File: src/rtl/pc_hazard_ctrl.sv
// Fetch-sequencing controller: drives PC reset/select/stall/redirect and the
// IF/ID and ID/EX hold/flush/bubble controls for load-use, imem waits and halt.
module pc_hazard_ctrl #(
  parameter int BOOT_CYCLES = 2,
  parameter int CNT_W       = 16
) (
  input  logic             clk,
  input  logic             reset,
  input  logic             imem_ready,
  input  logic [4:0]       id_rs,
  input  logic [4:0]       id_rt,
  input  logic             id_uses_rs,
  input  logic             id_uses_rt,
  input  logic             ex_memread,
  input  logic [4:0]       ex_rt,
  input  logic             ex_branch_taken,
  input  logic [31:0]      ex_target,
  input  logic             halt_req,
  output logic             pc_reset,
  output logic             pc_src,
  output logic [31:0]      pc_target,
  output logic             pc_delay,
  output logic             ifid_hold,
  output logic             ifid_flush,
  output logic             idex_bubble,
  output logic             halted,
  output logic [CNT_W-1:0] stall_cnt,
  output logic [CNT_W-1:0] redirect_cnt,
  output logic [1:0]       state_dbg
);

  // Handshake: none. All outputs are combinational from state and inputs and
  // are sampled by the PC / pipeline registers on the next rising edge.

  localparam int BW = (BOOT_CYCLES > 1) ? $clog2(BOOT_CYCLES) : 1;
  localparam logic [BW-1:0] BOOT_LAST = BW'(BOOT_CYCLES - 1);

  typedef enum logic [1:0] {
    BOOT     = 2'd0,
    RUN      = 2'd1,
    MEM_WAIT = 2'd2,
    HALT     = 2'd3
  } state_t;

  state_t        state;
  state_t        state_nx;
  logic [BW-1:0] boot_cnt;
  logic          pend;
  logic [31:0]   pend_target;
  logic          pend_set;
  logic          pend_clr;
  logic          stall_inc;
  logic          redir_inc;
  logic          lu;

  assign lu = ex_memread & (ex_rt != 5'd0) &
              ((id_uses_rs & (id_rs == ex_rt)) | (id_uses_rt & (id_rt == ex_rt)));

  assign state_dbg = state;

  always_comb begin
    state_nx    = state;
    pc_reset    = 1'b0;
    pc_src      = 1'b0;
    pc_target   = 32'd0;
    pc_delay    = 1'b0;
    ifid_hold   = 1'b0;
    ifid_flush  = 1'b0;
    idex_bubble = 1'b0;
    halted      = 1'b0;
    pend_set    = 1'b0;
    pend_clr    = 1'b0;
    stall_inc   = 1'b0;
    redir_inc   = 1'b0;
    case (state)
      BOOT: begin
        pc_reset    = 1'b1;
        pc_delay    = 1'b1;
        ifid_flush  = 1'b1;
        idex_bubble = 1'b1;
        if (boot_cnt == BOOT_LAST) state_nx = RUN;
      end
      RUN: begin
        // A taken branch outranks everything: the ID instruction is wrong-path.
        if (ex_branch_taken) begin
          pc_src      = 1'b1;
          pc_target   = ex_target;
          ifid_flush  = 1'b1;
          idex_bubble = 1'b1;
          redir_inc   = 1'b1;
        end else if (halt_req) begin
          pc_delay    = 1'b1;
          ifid_hold   = 1'b1;
          idex_bubble = 1'b1;
          state_nx    = HALT;
        end else if (lu) begin
          pc_delay    = 1'b1;
          ifid_hold   = 1'b1;
          idex_bubble = 1'b1;
          stall_inc   = 1'b1;
        end else if (!imem_ready) begin
          pc_delay    = 1'b1;
          ifid_flush  = 1'b1;
          state_nx    = MEM_WAIT;
        end
      end
      MEM_WAIT: begin
        pc_delay   = 1'b1;
        ifid_flush = 1'b1;
        stall_inc  = 1'b1;
        if (ex_branch_taken && !pend) begin
          idex_bubble = 1'b1;
          if (!imem_ready) pend_set = 1'b1;
        end
        if (lu) begin
          ifid_hold   = 1'b1;
          ifid_flush  = 1'b0;
          idex_bubble = 1'b1;
        end
        if (imem_ready) begin
          state_nx = RUN;
          pc_delay = 1'b0;
          // A deferred redirect beats a branch arriving on the same cycle.
          if (pend) begin
            pc_src     = 1'b1;
            pc_target  = pend_target;
            ifid_flush = 1'b1;
            ifid_hold  = 1'b0;
            pend_clr   = 1'b1;
            redir_inc  = 1'b1;
          end else if (ex_branch_taken) begin
            pc_src     = 1'b1;
            pc_target  = ex_target;
            ifid_flush = 1'b1;
            ifid_hold  = 1'b0;
            redir_inc  = 1'b1;
          end else begin
            ifid_flush = 1'b0;
          end
        end
      end
      HALT: begin
        pc_delay    = 1'b1;
        ifid_hold   = 1'b1;
        idex_bubble = 1'b1;
        halted      = 1'b1;
      end
      default: state_nx = BOOT;
    endcase
  end

  always_ff @(posedge clk or negedge reset) begin
    if (!reset) begin
      state        <= BOOT;
      boot_cnt     <= '0;
      pend         <= 1'b0;
      pend_target  <= 32'd0;
      stall_cnt    <= '0;
      redirect_cnt <= '0;
    end else begin
      state <= state_nx;
      if (state == BOOT && boot_cnt != BOOT_LAST) boot_cnt <= boot_cnt + BW'(1);
      if (pend_set) begin
        pend        <= 1'b1;
        pend_target <= ex_target;
      end else if (pend_clr) begin
        pend <= 1'b0;
      end
      // Counters saturate at all-ones.
      if (stall_inc && stall_cnt != {CNT_W{1'b1}}) stall_cnt <= stall_cnt + CNT_W'(1);
      if (redir_inc && redirect_cnt != {CNT_W{1'b1}}) redirect_cnt <= redirect_cnt + CNT_W'(1);
    end
  end

endmodule

File: config.mk
export PLATFORM = sky130hd
export DESIGN_NAME = pc_hazard_ctrl
export DESIGN_NICKNAME = d
export VERILOG_FILES = /design/src/rtl/pc_hazard_ctrl.sv
export SDC_FILE = /design/constraint.sdc
export NUM_CORES = 1
export LEC_CHECK = 0
export BUFFER_PORTS_ARGS = -buffer_cell sky130_fd_sc_hd__buf_4
export CORE_MARGIN = 1
export CORE_UTILIZATION = 42
export DETAILED_ROUTE_END_ITERATION = 16
export GPL_TIMING_DRIVEN = 0
export PLACE_DENSITY_LB_ADDON = 0.1
export SETUP_SLACK_MARGIN = 0.15
export SYNTH_ARGS = -nofsm -noshare
export SYNTH_HDL_FRONTEND = slang
export SYNTH_SLANG_ARGS = --single-unit
File: constraint.sdc
create_clock -name clk -period 4.3 [get_ports clk]
set_input_delay 0.86 -clock clk [delete_from_list [all_inputs] [get_ports clk]]
set_output_delay 0.86 -clock clk [all_outputs]
set_load 0.02 [all_outputs]
==> results by group, run 1 <==
Status
  • Status: finished clean

Floorplan
  • Die H: between 90 and 100 um
  • Die area: between 8000 and 9000 sq um
  • # IOs: between 100 and 150
  • Site Rows: 33
  • Core area: around 8200 sq um
  • Starting Density: between 40% and 50%
  • Die X: 94.2 um

STA
  • Post-route clock period utilization: between 70% and 80%
  • Worst-Margin Slew: about 860 ps
  • Slew Limit Headroom: around 43%
  • Skew final: 7.55 ps
  • Endpoints failing setup: 0
  • Final setup TNS: 0 ps
  • Period minus WS final: around 3400 ps
  • Final Hold Violating Endpoints: 0
  • Hold slack: 469 ps
  • Fmax: between 200 and 300 MHz
  • Fin. max-slew vios: 0
  • RSZ-0062 raised after global routing: no

Worst setup path
  • FF-to-FF setup slack: 1640 ps
  • CP Data Arrival Time: approximately 2600 ps
  • Critical Path RT: 3440 ps
  • Worst Setup Start Kind: flop
  • Crit path max fanout: 10
  • Worst reg2reg path startpoint: state_dbg[0]
  • Crit path kind: reg -> out
  • Reg2reg path depth: 9
  • Reg-to-reg endpoint: redirect_cnt[5]
  • Crit path to: pc_target[31]
  • Critical path startpoint: state_dbg[0]
  • CP endpoint kind: output port

GRT
  • Global-route wire length before repair: around 14,000 um
  • GRT overflow: 0
  • Initial antenna violation count: 0
  • Total global-route track usage: 20.2%
  • Pin count of the biggest net entering global routing: 69
  • Vias in the first global route: a little under 3k

Synth
  • Post-synthesis cell area: ~3600 sq um
  • Most frequent cell after synthesis: dfrtp_1
  • Register area share after synthesis: between 40% and 50%
  • Area contributors post-synth: dfrtp_1 (48%), mux2_2 (11%), xnor2_1 (8.6%), a22oi_1 (6.9%), nor2_1 (4.6%)
  • Post-synth top area share: 47.7%
  • Leading area contributor after synthesis: dfrtp_1
  • Top_reg_cell synth: dfrtp_1
  • #FFs+latches synth: 68
  • Post-synth net total: roughly 400
  • Ys async rst share: 100%
  • Synth Warn #: 0
  • Synth top cells by count: dfrtp_1 (68), nor2_1 (44), xnor2_1 (35), mux2_2 (34), a22oi_1 (33)
  • Netlist cell types: 40
  • Post-synth EDFFs: 0
  • Post-Synthesis Cells: 340
  • Synthesized area per cell: ~11 sq um

Hold path
  • Worst min-delay path class: reg -> reg

Route
  • Via count: about 3.0k
  • ANT nets after route: 0
  • Iteration-0 DRC Markers: ~150
  • Total wire length: about 8400 um
  • First drt pass iteration count: 4
  • Routed length per placed instance: roughly 14 um
  • Vias per cell: 5.16
  • Drt drc: 0

Pwr
  • Maximum vdd drop: between 0.3 and 0.4 mV
  • Power per cell area: about 570 nW/um^2
  • Static leakage: around 0.0023 uW

Clock tree
  • CTS Hold Bufs: 0
  • H-tree depth: 3
  • Worst-path clk slew: 70 ps
  • Clock Sinks: 68
  • Skew-Pair Late Insertion Delay: approximately 330 ps
  • CTS Buf Count: 9
  • CTS-repair resized insts: 0
  • Clock tree buffer depth: 2
  • CTS tree: done
  • Post-CTS setup repair buffer count: 0
  • CTS root buf: clkbuf_8

Layout
  • Ant. Diodes: 0
  • Share of layout cells above drive strength 1: 37.1%
  • Register Area: about 1700 sq um
  • Final nets: roughly 540
  • Post-Route Utilization: between 50% and 60%
  • Fillers: slightly above 700
  • Syn-to-layout area delta: 34.9%
  • Area taken by multi-input logic gates: about 1800 sq um

Place
  • Final GP Congestion: slightly above 0.8
  • # port buffers: about 130
  • Final HPWL DP: a little over 6000 um

Flow run
  • MaxCap Viol Count: 0
==> critical path, stage by stage (launching register included) <==
cell	delay [ps]
dfrtp_1	460
inv_1	110
ha_1	310
nand2_1	140
nor2_1	130
o21a_1	220
buf_1	390
a22oi_1	160
nor2_1	150
buf_4	160
==> power by group <==
part,switching [uW],internal [uW]
logic,712,562
registers,153,845
clock network,234,223
total,1100,1630
==> metal layers <==
| metal | GRT usage, % | vias up | wire length [um] |
|---|---|---|---|
| li1 | - | 1494 | - |
| met1 | 25.4 | 1434 | 3740 |
| met2 | 34.3 | 87 | 4070 |
| met3 | 3.56 | 14 | 485 |
| met4 | 8.08 | 0 | 153 |
| met5 | 0 | - | 0 |
==> worst min-delay path by stage <==
stage	startpoint	end	slack (ps)	cells past startpoint
6_report	boot_cnt	boot_cnt	470	1
3_5_place_dp	boot_cnt	boot_cnt	450	1
4_1_cts	boot_cnt	boot_cnt	480	1
2_1_floorplan	boot_cnt	boot_cnt	440	1
5_1_grt	stall_cnt[10]	stall_cnt[10]	510	1
3_3_place_gp	boot_cnt	boot_cnt	450	1
==> state kept, by name (all words and copies together) (netlist names) <==
| register | flops |
|---|---|
| redirect_cnt | 16 |
| stall_cnt | 16 |
| state_dbg | 2 |
| pend_target | 32 |
| pend | 1 |
| boot_cnt | 1 |
==> stage by stage <==
stage               setup WS (ps)  total power (uW)  instance area (sq um)  cells
detailed placement            981              2290                   4650    571
global placement              973              2260                   4650    571
finish                        873              2730                   4820    587
CTS                           877              2750                   4820    587
floorplan                    1150              1810                   3570    340
global route                  596              2930                   4820    587
==> logic make-up (layout without fill, tap and decap cells) <==
| kind of cell | Yosys count | after routing | share of synthesized area, % |
|---|---|---|---|
| buffers and inverters | 24 | 166 | 2.77 |
| XOR/XNOR | 39 | 39 | 9.57 |
| adder cells (fa/ha/maj) | 7 | 7 | 2.45 |
| AND/OR/NAND/NOR | 111 | 111 | 14.8 |
| flip-flops | 68 | 68 | 47.7 |
| multiplexers | 34 | 34 | 10.7 |
| AO/OA/AOI/OAI | 57 | 57 | 12.1 |
==> placed cells by master (no fill, tap or decap), drive strengths merged, types with 2 or more instances in the layout <==
| cell type | synthesis | layout |
|---|---|---|
| buf | 4 | 130 |
| xor2 | 4 | 4 |
| inv | 9 | 9 |
| a31oi | 3 | 3 |
| nor2 | 44 | 44 |
| clkinv | 0 | 2 |
| a22o | 2 | 2 |
| nand2 | 17 | 17 |
| nor4 | 2 | 2 |
| nand4 | 14 | 14 |
| nand3 | 15 | 15 |
| xnor2 | 35 | 35 |
| mux2 | 34 | 34 |
| o21ai | 5 | 5 |
| nand2b | 2 | 2 |
| and3 | 7 | 7 |
| clkbuf | 11 | 23 |
| clkinvlp | 0 | 2 |
| a21oi | 6 | 6 |
| nor3 | 2 | 2 |
| ha | 7 | 7 |
| a22oi | 33 | 33 |
| dfrtp | 68 | 68 |
==> final cells by class <==
cell class | instances | area share (%)
plain buffers | 15 | 1.35
clock buffers | 12 | 3.01
clock inverters | 4 | 0.519
multi-input cells | 248 | 36.7
inverters | 9 | 0.701
well taps | 105 | 2.73
repair buffers | 126 | 19.6
flip-flops and latches | 68 | 35.3
(Power assumes the default switching activity.)
==> inputs of run 2 (changes only) <==
==> constraint.sdc (replaced) <==
create_clock -name clk -period 2.8 [get_ports clk]
set_input_delay 0.56 -clock clk [delete_from_list [all_inputs] [get_ports clk]]
set_output_delay 0.56 -clock clk [all_outputs]
set_load 0.02 [all_outputs]
==> run 2 against run 1 <==
Net effect:
- via count up 3.7%
- count of clock-buffer cells in the layout unchanged
- die area unchanged
==> results by group, run 2 (synthesized netlist as in run 1, its figures left out) <==
Place
  • Cell Area, Placed: 4650 sq um (unchanged)
  • Final GP Congestion: 0.815 (unchanged)
  • # port buffers: 126 (unchanged)
  • Final HPWL DP: 6150 um (unchanged)

Clock tree
  • CTS Buf Count: 9 (unchanged)
  • Clock tree buffer depth: 2 (unchanged)
  • CTS root buf: clkbuf_8
  • Skew-Pair Late Insertion Delay: 340 ps (about the same)
  • CTS tree: done
  • H-tree depth: 3 (unchanged)
  • Clock Sinks: 68 (unchanged)
  • Worst-path clk slew: 60 ps (about the same)

Floorplan
  • Core area: 8220 sq um (unchanged)
  • # IOs: 128 (unchanged)
  • Die area: 8870 sq um (unchanged)
  • Site Rows: 33 (unchanged)
  • Die X: 94.2 um (unchanged)
  • Die H: 94.2 um (unchanged)
  • Starting Density: 43.5% (unchanged)

STA
  • Fmax: 382 MHz
  • Period minus WS final: 2620 ps
  • Skew final: 6.99 ps (-0.554 ps)
  • Post-route clock period utilization: ~94%
  • RSZ-0062 raised after global routing: yes
  • Worst-Margin Slew: 854 ps (-7.23 ps)
  • Final setup TNS: 0 ps (unchanged)
  • Fin. max-slew vios: 0 (unchanged)
  • Endpoints failing setup: 0 (unchanged)
  • Final Hold Violating Endpoints: 0 (unchanged)
  • Slew Limit Headroom: 43.1% (+0.48 points)

Pwr
  • Maximum vdd drop: 0.440 mV (+44%)
  • Internal power: 2650 uW (+63%)
  • Gate power share: 49.0% (+2.3 points)
  • Overall power: 4410 uW (+62%)
  • Power share of the sequential group: 35.0% (-1.6 points)
  • Power per cell area: 866 nW/um^2 (+53%)
  • Sw Share: 39.9% (-0.36 points)
  • Static leakage: 0.00240 uW (+5.5%)
  • NetSw: 1760 uW (+60%)
  • Clk pwr share: 16.0% (-0.8 points)

Worst setup path
  • Reg-to-reg endpoint: redirect_cnt[5]
  • CP bufs+invs: 2 (-1)
  • Reg2reg path depth: 9 (unchanged)
  • Max incr delay on CP: 520 ps (+60 ps)
  • Critical path's slowest cell: or4_4
  • CP Data Arrival Time: 2060 ps (-510 ps)
  • Crit path kind: in -> out
  • Worst reg2reg path startpoint: state_dbg[0]
  • Delay-heaviest family, CP: simple AND/OR/NAND/NOR gates
  • Worst Setup Start Kind: input port
  • Crit path cell chain: buf_8, or4_4, o21ai_2, and2b_2, nor2_2, nand2_1, a21oi_2, buf_4
  • Crit path max fanout: 4 (-6)
  • FF-to-FF setup slack: 360 ps (-1280 ps)
  • Critical Path RT: 2240 ps (-1200 ps)
  • CP endpoint kind: output port

GRT
  • Vias in the first global route: 2,999 (+0.87%)
  • Global-route wire length before repair: 14,200 um (+1.9%)
  • Pin count of the biggest net entering global routing: 69 (unchanged)
  • GRT overflow: 0 (unchanged)
  • Total global-route track usage: 20.7% (+0.42 points)
  • Initial antenna violation count: 0 (unchanged)

Route
  • Total wire length: 8780 um (+3.9%)
  • Via count: 3,140 (+3.7%)
  • Routed length per placed instance: 14.6 um (+1.1%)
  • Iteration-0 DRC Markers: 135 (-11%)
  • Vias per cell: 5.21 (+0.91%)
  • First drt pass iteration count: 4 (unchanged)
  • Drt drc: 0 (unchanged)
  • ANT nets after route: 0 (unchanged)

Layout
  • Design area: 5100 sq um (+5.8%)
  • Largest Register: pend_target
  • Commonest non-fill, non-tap cell in the layout: buf_4
  • Share of layout cells above drive strength 1: 44.6% (+7.4 points)
  • Most frequent cells in the layout: buf_4 (134), dfrtp_1 (66), nor2_1 (40)
  • Final nets: 555 (+3.0%)
  • Ant. Diodes: 0 (unchanged)
  • Syn-to-layout area delta: 42.7%
  • Max FFs per register: 32 (unchanged)
  • Top Registers: pend_target: 32 flops, redirect_cnt: 16 flops, stall_cnt: 16 flops
  • Post-Route Utilization: 62.0% (+3.4 points)

Hold path
  • Worst min-delay path class: in -> async

Flow run
  • MaxCap Viol Count: 0 (unchanged)

Status
  • Status: finished clean
==> run 2: area by class of cell <==
| cell class | instances | area [sq um] |
|---|---|---|
| flip-flops and latches | 68 | 1700 |
| clock inverters | 4 | 25.0 |
| multi-input cells | 248 | 1840 |
| fillers | 688 | 3120 |
| inverters | 9 | 33.8 |
| well taps | 105 | 131 |
| plain buffers | 15 | 109 |
| repair buffers | 142 | 1110 |
| clock buffers | 12 | 145 |
==> run 2: layer usage <==
metal	global-route usage [%]	vias to the layer above	share of wire, %
met1	26.0	1511	43
met3	3.56	16	5.6
met5	0	-	0
li1	-	1524	-
met4	8.59	0	2.2
met2	34.8	89	49
==> run 2: worst max-delay path by stage <==
stage,from,end,depth (start not counted)
global placement,state_dbg[0],pc_target[25],9
global route,ex_rt[4],ifid_flush,8
detailed placement,state_dbg[0],pc_target[25],9
finish,ex_rt[4],ifid_flush,8
CTS,ex_rt[4],ifid_hold,8
floorplan,ex_rt[1],ifid_flush,6
==> run 2: metrics by stage <==
step | hold WS [ps] | instances | setup WS [ps]
after floorplan | 264 | 340 | 248
after global placement | 453 | 571 | 60.3
after detailed placement | 451 | 571 | 60.2
after CTS | 366 | 596 | 153
after global routing | 405 | 603 | 109
final | 319 | 603 | 180
==> run 2: power groups by stage <==
stage          clock, uW  sequential [uW]  combinational (uW)
2_1_floorplan          0             1590                1190
3_3_place_gp           0             1530                1940
3_5_place_dp           0             1550                1970
4_1_cts              719             1540                2020
5_1_grt              763             1600                2350
6_report             706             1540                2160
==> run 2: timing repair <==
item | 4_1_cts | 5_1_grt
buffers inserted | 9 | 6
cloned | 0 | 1
pin swaps | 4 | 9
resized for setup | 25 | 30
hold endpoints to repair | 0 | 0
hold buffers | 0 | 0
setup endpoints to repair | 40 | 52
